<file path="config.mk">
export PLATFORM = sky130hd
export DESIGN_NAME = tx_tail_ctrl
export DESIGN_NICKNAME = d
export VERILOG_FILES = /design/src/rtl/tx_fifo_pkg.sv /design/src/rtl/tx_ptr_mod6.sv /design/src/rtl/tx_tail_ctrl.sv
export SDC_FILE = /design/constraint.sdc
export NUM_CORES = 1
export LEC_CHECK = 0
export CAP_MARGIN = 20
export CORE_AREA = 4 4 41 43
export DETAILED_ROUTE_END_ITERATION = 10
export DIE_AREA = 0 0 45 47
export GPL_TIMING_DRIVEN = 1
export PLACE_DENSITY = 0.69
export SLEW_MARGIN = 20
export SYNTH_ARGS = -nofsm -noshare
export SYNTH_HDL_FRONTEND = slang
export SYNTH_SLANG_ARGS = --single-unit
</file>
<file path="constraint.sdc">
create_clock -name clk -period 1.7 [get_ports clk]
set_input_delay 0.255 -clock clk [delete_from_list [all_inputs] [get_ports clk]]
set_output_delay 0.255 -clock clk [all_outputs]
set_load 0.005 [all_outputs]
</file>
<file path="src/rtl/tx_fifo_pkg.sv">
// Shared TX FIFO geometry: six entries addressed by a 3-bit index plus a wrap toggle.
package tx_fifo_pkg;
    localparam int FIFO_DEPTH = 6;
    localparam int PTR_W      = 3;
    typedef logic [PTR_W-1:0] ptr_t;
    localparam ptr_t PTR_MAX  = 3'd5;
endpackage

</file>
<file path="src/rtl/tx_ptr_mod6.sv">
// Mod-6 index counter with wrap toggle, enable and synchronous load (load wins over enable).
module tx_ptr_mod6
    import tx_fifo_pkg::*;
(
    input  logic clk,
    input  logic n_rst,
    input  logic en,
    input  logic load,
    input  ptr_t load_val,
    input  logic load_tog,
    output ptr_t ptr,
    output logic tog
);

    always_ff @(posedge clk or negedge n_rst) begin
        if (!n_rst) begin
            ptr <= '0;
            tog <= 1'b0;
        end else if (load) begin
            ptr <= load_val;
            tog <= load_tog;
        end else if (en) begin
            if (ptr == PTR_MAX) begin
                ptr <= '0;
                tog <= ~tog;
            end else begin
                ptr <= ptr + 3'd1;
            end
        end
    end

endmodule

</file>
<file path="src/rtl/tx_tail_ctrl.sv">
// Read-side (tail) control of the 6-entry TX FIFO; occupancy flags are combinational.
// Optional sticky underrun detection with clr_err port: define TX_UNDERRUN_DET_EN.
module tx_tail_ctrl
    import tx_fifo_pkg::*;
(
    input  logic clk,
    input  logic n_rst,
    input  ptr_t head_ptr,
    input  logic head_tog,
    input  logic rd_ready,
    input  logic flush,
`ifdef TX_UNDERRUN_DET_EN
    input  logic clr_err,
`endif
    output logic rd_valid,
    output ptr_t rd_addr,
    output ptr_t tail_ptr,
    output logic tail_tog,
    output logic empty,
    output logic full,
    output ptr_t count,
    output logic underrun_err
);

    localparam ptr_t DEPTH_P = ptr_t'(FIFO_DEPTH);

    logic pop;
    logic same_idx;

    assign same_idx = (tail_ptr == head_ptr);
    assign empty    = same_idx && (tail_tog == head_tog);
    assign full     = same_idx && (tail_tog != head_tog);
    assign rd_valid = ~empty;
    assign rd_addr  = tail_ptr;
    // flush takes priority: a pop is suppressed so the load alone decides the next tail
    assign pop      = rd_ready && !empty && !flush;

    always_comb begin
        count = '0;
        if (tail_tog == head_tog)
            count = head_ptr - tail_ptr;
        else
            count = DEPTH_P - tail_ptr + head_ptr;
    end

    tx_ptr_mod6 u_tail (
        .clk      (clk),
        .n_rst    (n_rst),
        .en       (pop),
        .load     (flush),
        .load_val (head_ptr),
        .load_tog (head_tog),
        .ptr      (tail_ptr),
        .tog      (tail_tog)
    );

`ifdef TX_UNDERRUN_DET_EN
    always_ff @(posedge clk or negedge n_rst) begin
        if (!n_rst)
            underrun_err <= 1'b0;
        else if (rd_ready && empty)
            underrun_err <= 1'b1;
        else if (clr_err)
            underrun_err <= 1'b0;
    end
`else
    assign underrun_err = 1'b0;
`endif

endmodule
</file>
# == After elaboration in Yosys (flattened, before gate mapping) ==
# Index checks and enable logic that the tools add are counted.
# word_totals
reg_bits,4
in_bits,8
out_inout_bits,14
# op_classes
n_eq_ne,4
addsub,4
muxes,7
bitwise,2
reduce_logical,9
# op_table
op,count
3-bit 2-to-1 mux,4
1-bit logical AND,4
2-bit nonzero test,2
3-bit by 1-bit adder with 3-bit output (second input constant),1
3-bit adder,1
3-bit equality test,1
3-bit equality test (second input constant),1
1-bit 2-to-1 mux,3
3-bit subtractor,1
3-bit subtractor (first input constant),1
1-bit zero test,2
1-bit NOT,2
2-bit AND reduction,1
1-bit equality test,1
1-bit != test,1

# == Depth between registers and ports, before layout ==
# Gate-level depths: netlist (run 1).
# logic_depth
depth_word,7
mapped_depth,8
ltp_nobuf,8

# == Modules after synthesis ==
# From an unflattened synthesis (run 1), not the netlist that was laid out.
# unflattened
cells_unflattened,45
area_unflattened_um2,392.9
# by_module_without_submodules
mod,cells_per_inst,n_inst,area_per_inst_um2
tx_tail_ctrl,25,1,198.9
tx_ptr_mod6,20,1,193.9

# == Worst setup path after synthesis (run 1) ==
# Ideal clock, no wire load.
# synth_timing
kind,reg2reg
start,reg u_tail.ptr[1]
end,reg u_tail.ptr[2]
n_path_buf,0
required_ns,1.574
arrival_ns,1.589
setup_ns,0.126
synth_period_minus_slack_ns,1.715
slack_ns,-0.015
stages_incl_launch_ff,6
cell_sequence,dfrtp_1 ha_1 nand2_1 o311ai_1 nor3b_1 a221o_1
# synth_between
elab_chain_len,6
elab_cells_between_ends,11
# synth_lines
item,line,source
from (decl),tx_ptr_mod6.sv:11,"output ptr_t ptr,"
from (signal assigned),tx_ptr_mod6.sv:20,ptr <= load_val;
from (signal assigned),tx_ptr_mod6.sv:27,ptr <= ptr + 3'd1;
branches (longest 6 deep; another with 3-bit by 1-bit adder with 3-bit output),n/a,
# Parallel ways; which one is timed is not known. The select of a mux whose other input is x is not followed.
# A chain may end at the register's enable or synchronous reset.

# == Worst setup path in the final report (run 1) ==
# layout_timing
start,reg u_tail.ptr[1]
end,out count[2]
# layout_between
elab_chain_len,3
elab_cells_between_ends,4
# layout_lines
item,line,source
3-bit subtractor,tx_tail_ctrl.sv:43,count = DEPTH_P - tail_ptr + head_ptr;
3-bit adder,tx_tail_ctrl.sv:43,
3-bit 2-to-1 mux (*),tx_tail_ctrl.sv:40,if (tail_tog == head_tog)
to (decl),tx_tail_ctrl.sv:21,"output ptr_t count,"
# Every way passes the cells marked *; elsewhere a longest branch is shown, timed or not.

==> results of run 1 <==
## repair_timing
item / CTS / global route
hold endpoints to repair: 0 / 0
resized for setup: 41 / 2
pin swaps: 9 / 5
cloned: 0 / 0
setup buffers: 1 / 0
hold buffers: 0 / 0
endpoints found under the setup margin: 10 / 9
## registers in the layout, indices dropped and copies added, names as in the netlist
signal      flops
u_tail.tog      1
u_tail.ptr      3
## critical path: cells and delay by family (launching register included)
family	cells	cell delay [ps]
AND/OR/NAND/NOR	1	80
AO/OA/AOI/OAI	1	80
adder cells (fa/ha/maj)	2	430
XOR/XNOR	2	270
flip-flops	1	410
buffers and inverters	2	170
## layout make-up
type                            instances  area share [%]
Multi-Input combinational cell         31            44.8
Timing Repair Buffer                   30            33.9
Sequential cell                         4            13.0
Clock buffer                            3            2.92
Inverter                                6            2.92
Tap cell                               15            2.44
## worst min path at each step
stage                         end  slack, ps  start  cells past startpoint
finish                 u_tail.tog        230  n_rst                      1
global route           u_tail.tog        240  n_rst                      1
CTS                    u_tail.tog        220  n_rst                      1
detailed placement  u_tail.ptr[0]        470  n_rst                      1
global placement    u_tail.ptr[1]        480  n_rst                      1
floorplan           u_tail.ptr[0]        -40  n_rst                      0
## power breakdown
group	internal [mW]	switching [mW]	total, mW
Sequential	0.108	0.0149	0.123
Combinational	0.198	0.144	0.343
Clock	0.0788	0.0370	0.116
## routing by layer
layer | wire length [um] | GRT usage [%] | vias up
li1 | - | - | 210
met2 | 548 | 19.5 | 15
met1 | 479 | 12.0 | 203
met3 | 74 | 1.15 | 0
met4 | 0 | 5.26 | 0
met5 | 0 | 0 | -
## cell families after synthesis
family,Yosys count,share of synthesized area [%]
adders and majority gates,4,13.7
DFF,4,23.7
AOI/OAI and AO/OA,8,16.3
xor gates and xnor gates,6,16.0
other,1,0.889
buffers and inverters,11,13.4
and+or+nand+nor,12,16.0
## layout by cell type (no fill, tap or decap), types with 2 or more instances in the layout
cell and instances:
dfrtp_1 4, nor2b_1 2, nand2_1 3, buf_6 3, nor4_1 2, clkdlybuf4s50_1 11, clkbuf_4 3, inv_2 3
ha_4 3, o31a_1 2, buf_2 3, xnor2_1 2, buf_4 9, xor2_1 2, inv_1 3, a221o_1 2
dlygate4sd2_1 4
## through the flow
step                      cells  worst slack, ps  power [mW]  TNS [ps]  cell area [um^2]
after floorplan              46             15.0       0.265         0               429
after global placement       85             -864       0.434     -4880               682
after detailed placement     85             -890       0.438     -4980               682
after CTS                    89             -244       0.579      -941               759
after global routing         89             -285       0.618     -1350               771
final                        89             -218       0.581      -830               771
==> metrics.md, run 1 <==
| Metric | Value |
|---|---|
| Routed vias | 428 |
| Routed Antenna Nets | 0 |
| Total wire length | 1.10 mm |
| Multi-input gate area | 345 um^2 |
| Clock transition at path regs | 40 ps |
| Fraction of final layout cells sized beyond drive strength 1 | 44.6% |
| Synthesized instance count | 46 |
| Final Hold Vio Count | 0 |
| Fill count | 131 |
| Dominant cell type by area after synthesis | dfrtp_1 |
| Half-perimeter wire length after placement | 854 um |
| Crit path max fanout | 2 |
| Nets | 88 |
| Startpoint type of the worst setup path | register |
| CTS tree | built |
| Ant. Diodes | 0 |
| Die ar. | 2120 um^2 |
| Core Util, Final | 59.2% |
| Worst min path class | in2async |
| Run status | finished with violations |
| Sequential Area | 100 um^2 |
| # IOs | 22 |
| Post-synthesis sequential area ratio | 23.7% |
| Top-area cell type share of the netlist area | 23.7% |
| CP max-delay cell | dfrtp_1 |
| 1st-pass router iterations | 3 |
| Reg2reg path depth | 7 |
| Crit path time final | 1920 ps |
| Failing checks | negative setup slack |
| Site row count | 13 |
| Die Wd | 45 um |
| Die Ht | 47 um |
| First-pass GRT wire length | 1.62 mm |
| Leakage | 0.336 nW |
| Initial antenna violation count | 0 |
| Final worst setup slack | -218 ps |
| Synth cell types | 21 |
| Critical Path AT | 1660 ps |
| Max Slew Vio Count | 0 |
| FFs w/ async S/R, synth | 100% |
| Final period util | 113% |
| Setup Crit Path Kind | reg2out |
| Root Buffer | clkbuf_4 |
| Clk sinks | 4 |
| Area grow syn2layout | 82.8% |
| RR Startpoint | u_tail.ptr[1] |
| Worst Hold Slack | 231 ps |
| Synth Flop Type | dfrtp_1 |
| Vias in the first global route | 426 |
| GRT Overall Usage | 10.6% |
| Top post-synthesis cells by count | 6 x inv_1, 4 x buf_4, 4 x dfrtp_1, 4 x nand2_1, 3 x ha_1 |
| Final Skew | 5.31 ps |
| Largest net degree at the start of global routing | 8 |
| Synth Warn # | 0 |
| Cell-by-cell trace of the critical path | ha_4 > inv_2 > ha_4 > xor2_1 > nand2_1 > o21ai_2 > xnor2_1 > buf_2 |
| Clk buf depth | 2 |
| Wire per inst | 12.4 um |
| Largest cells by area after synthesis | dfrtp_1 24%, ha_1 8.9%, xor2_2 7.7%, buf_4 7.1%, inv_1 5.3% |
| GPL Wtd Cong | 0.670 |
| Crit. End Element | output pin |
| Routed vias/inst | 4.81 |
| RSZ-0062 raised after global routing | yes |
| Initial Utilization | 32.4% |
| Synthesized area | 422 um^2 |
| Worst vdd ir | 320 uV |
| Global route overflow | 0 |
| Count leader, synth | inv_1 |
| Crit path largest cell delay | 410 ps |
| Worst r2r dst | u_tail.ptr[2] |
| Clock buffer count from CTS | 3 |
| Clock latency on the worst-skew pair | 230 ps |
| Syn Area/Cell | 9.17 um^2 |
| Core ar. | 1300 um^2 |
| DRC viols | 0 |
| Worst Setup SP | u_tail.ptr[1] |
| CP dominant cell by count | ha_4 |
| R2R setup slack | -80 ps |
| I/O Buffers | 20 |
| EDFF count, synth | 0 |
| Critical Path RT | 1440 ps |
| Final setup violation count | 7 |
| PD cells | 754 nW/um^2 |
| #FFs+latches synth | 4 |
| Maximum operating frequency | 521 MHz |
| Starting DRT DRC Count | 12 |
| Crit path to | count[2] |
| Htree depth | 1 |
| Max Cap Violations | 0 |
| Syn Nets | 58 |
(Power assumes the default switching activity.)
==> run 2: changes to the inputs <==
Settings changed: HOLD_SLACK_MARGIN from default to 0.06.
==> results of run 2 <==
The final DEF is identical to that of run 1; final timing and power are the same.
==> run 3: changes to the inputs <==
Settings changed: PLACE_DENSITY 0.69 to default, PLACE_DENSITY_LB_ADDON from default to 0.15.
==> metrics.md, run 3 (synthesis results as in run 1) <==
| Metric | Value |
|---|---|
| Final worst setup slack | -197 ps |
| Worst min path class | in2async |
| Area grow syn2layout | 100% |
| Worst Hold Slack | 223 ps |
| Maximum operating frequency | 527 MHz |
| Startpoint type of the worst setup path | register |
| PD cells | 738 nW/um^2 |
| Final Skew | 0.637 ps |
| Routed Antenna Nets | 0 |
| Top routing layer in use | met4 |
| Final Hold Vio Count | 0 |
| RR Startpoint | u_tail.ptr[1] |
| Fraction of final layout cells sized beyond drive strength 1 | 50.0% |
| # IOs | 22 |
| RSZ-0062 raised after global routing | yes |
| Worst Setup SP | u_tail.ptr[1] |
| GRT Overall Usage | 12.5% |
| Post-Route M1 WL | 411 um |
| Max Cap Violations | 0 |
| Clk sinks | 4 |
| Die Ht | 47 um |
| Leakage | 0.385 nW |
| Clock buffer count from CTS | 3 |
| Routed length on met2 | 608 um |
| CTS tree | built |
| Worst vdd ir | 343 uV |
| DR WL met3 | 90 um |
| Vias in the first global route | 407 |
| Largest net degree at the start of global routing | 8 |
| Half-perimeter wire length after placement | 857 um |
| Max Slew Vio Count | 0 |
| Die Wd | 45 um |
| Fill count | 117 |
| Total wire length | 1.13 mm |
| Nets | 96 |
| Clock transition at path regs | 40 ps |
| Clock latency on the worst-skew pair | 240 ps |
| Critical Path AT | 1640 ps |
| First-pass GRT wire length | 1.81 mm |
| Run status | finished with violations |
| Site row count | 13 |
| Setup Crit Path Kind | reg2out |
| Critical Path RT | 1440 ps |
| Total Power | 0.623 mW |
| Starting DRT DRC Count | 2 |
| Setup TNS | -534 ps |
| Crit path max fanout | 2 |
| GPL Wtd Cong | 0.704 |
| Initial Utilization | 32.4% |
| DRC viols | 0 |
| Placed cell area | 727 um^2 |
| I/O Buffers | 20 |
| Top reg by flops | u_tail.ptr |
| Commonest non-fill, non-tap cell in the layout | buf_4 |
| Initial antenna violation count | 0 |
| Ant. Diodes | 0 |
| Top flop regs | u_tail.ptr x3, u_tail.tog x1 |
| Clk buf depth | 2 |
| Crit. End Element | output pin |
| Core Util, Final | 64.9% |
| Final Instance Area | 845 um^2 |
| 1st-pass router iterations | 4 |
| Crit path time final | 1900 ps |
| Final period util | 112% |
| Global route overflow | 0 |
| Routed vias | 455 |
| Most frequent cells in the layout | 16 x buf_4, 11 x clkdlybuf4s50_1, 4 x buf_2, 4 x dfrtp_1 |
| Failing checks | negative setup slack |
| Final setup violation count | 6 |
| Root Buffer | clkbuf_4 |
| Htree depth | 1 |
| Die ar. | 2120 um^2 |
| Max reg flops | 3 |
| Core ar. | 1300 um^2 |
| Routed vias/inst | 4.69 |
| Wire per inst | 11.6 um |
## run 3: final cells by class
class                           count  area (um^2)  area share, %
Inverter                            6         22.5           2.67
Sequential cell                     4          100           11.9
Clock buffer                        3         22.5           2.67
Timing Repair Buffer               38          323           38.2
Tap cell                           15         18.8           2.22
Multi-Input combinational cell     31          358           42.4
## run 3: critical path, stage by stage, from the launching register on
cell	delay [ps]
dfrtp_1	400
ha_4	280
inv_2	40
ha_4	140
xor2_1	150
nand2_1	50
o21ai_1	60
xnor2_1	150
buf_2	140
## run 3: per-layer routing
layer	track usage (%)	vias to the layer above
met4	5.26	0
met2	19.8	19
met3	5.75	2
met5	0	-
met1	14.5	210
li1	-	224
## run 3: report_power, final
| part | internal, mW | switching, mW | leakage [nW] |
|---|---|---|---|
| sequential | 0.108 | 0.0124 | 0.0476 |
| combinational | 0.224 | 0.160 | 0.324 |
| clock | 0.0791 | 0.0405 | 0.0138 |
## run 3: per-stage QoR
step,worst slack (ps),instances
3_5_place_dp,-882,91
6_report,-197,97
4_1_cts,-252,96
3_3_place_gp,-828,91
2_1_floorplan,15.0,46
5_1_grt,-305,97
## run 3: worst paths after layout
check,slack [ps],cells past startpoint,endpoint
setup / recovery,-200,8,count[2]
hold / removal,220,1,u_tail.ptr[0]
setup reg to reg,-10,7,u_tail.ptr[2]
hold reg to reg,780,3,u_tail.tog
max in group asynchronous,1310,1,u_tail.ptr[2]
min in group clk,480,4,u_tail.ptr[0]
## run 3: repair_timing
action                                  4_1_cts  5_1_grt
resized for setup                            27       16
hold buffers                                  0        0
endpoints found under the setup margin       10       10
setup buffers                                 2        1
pin swaps                                     5       10
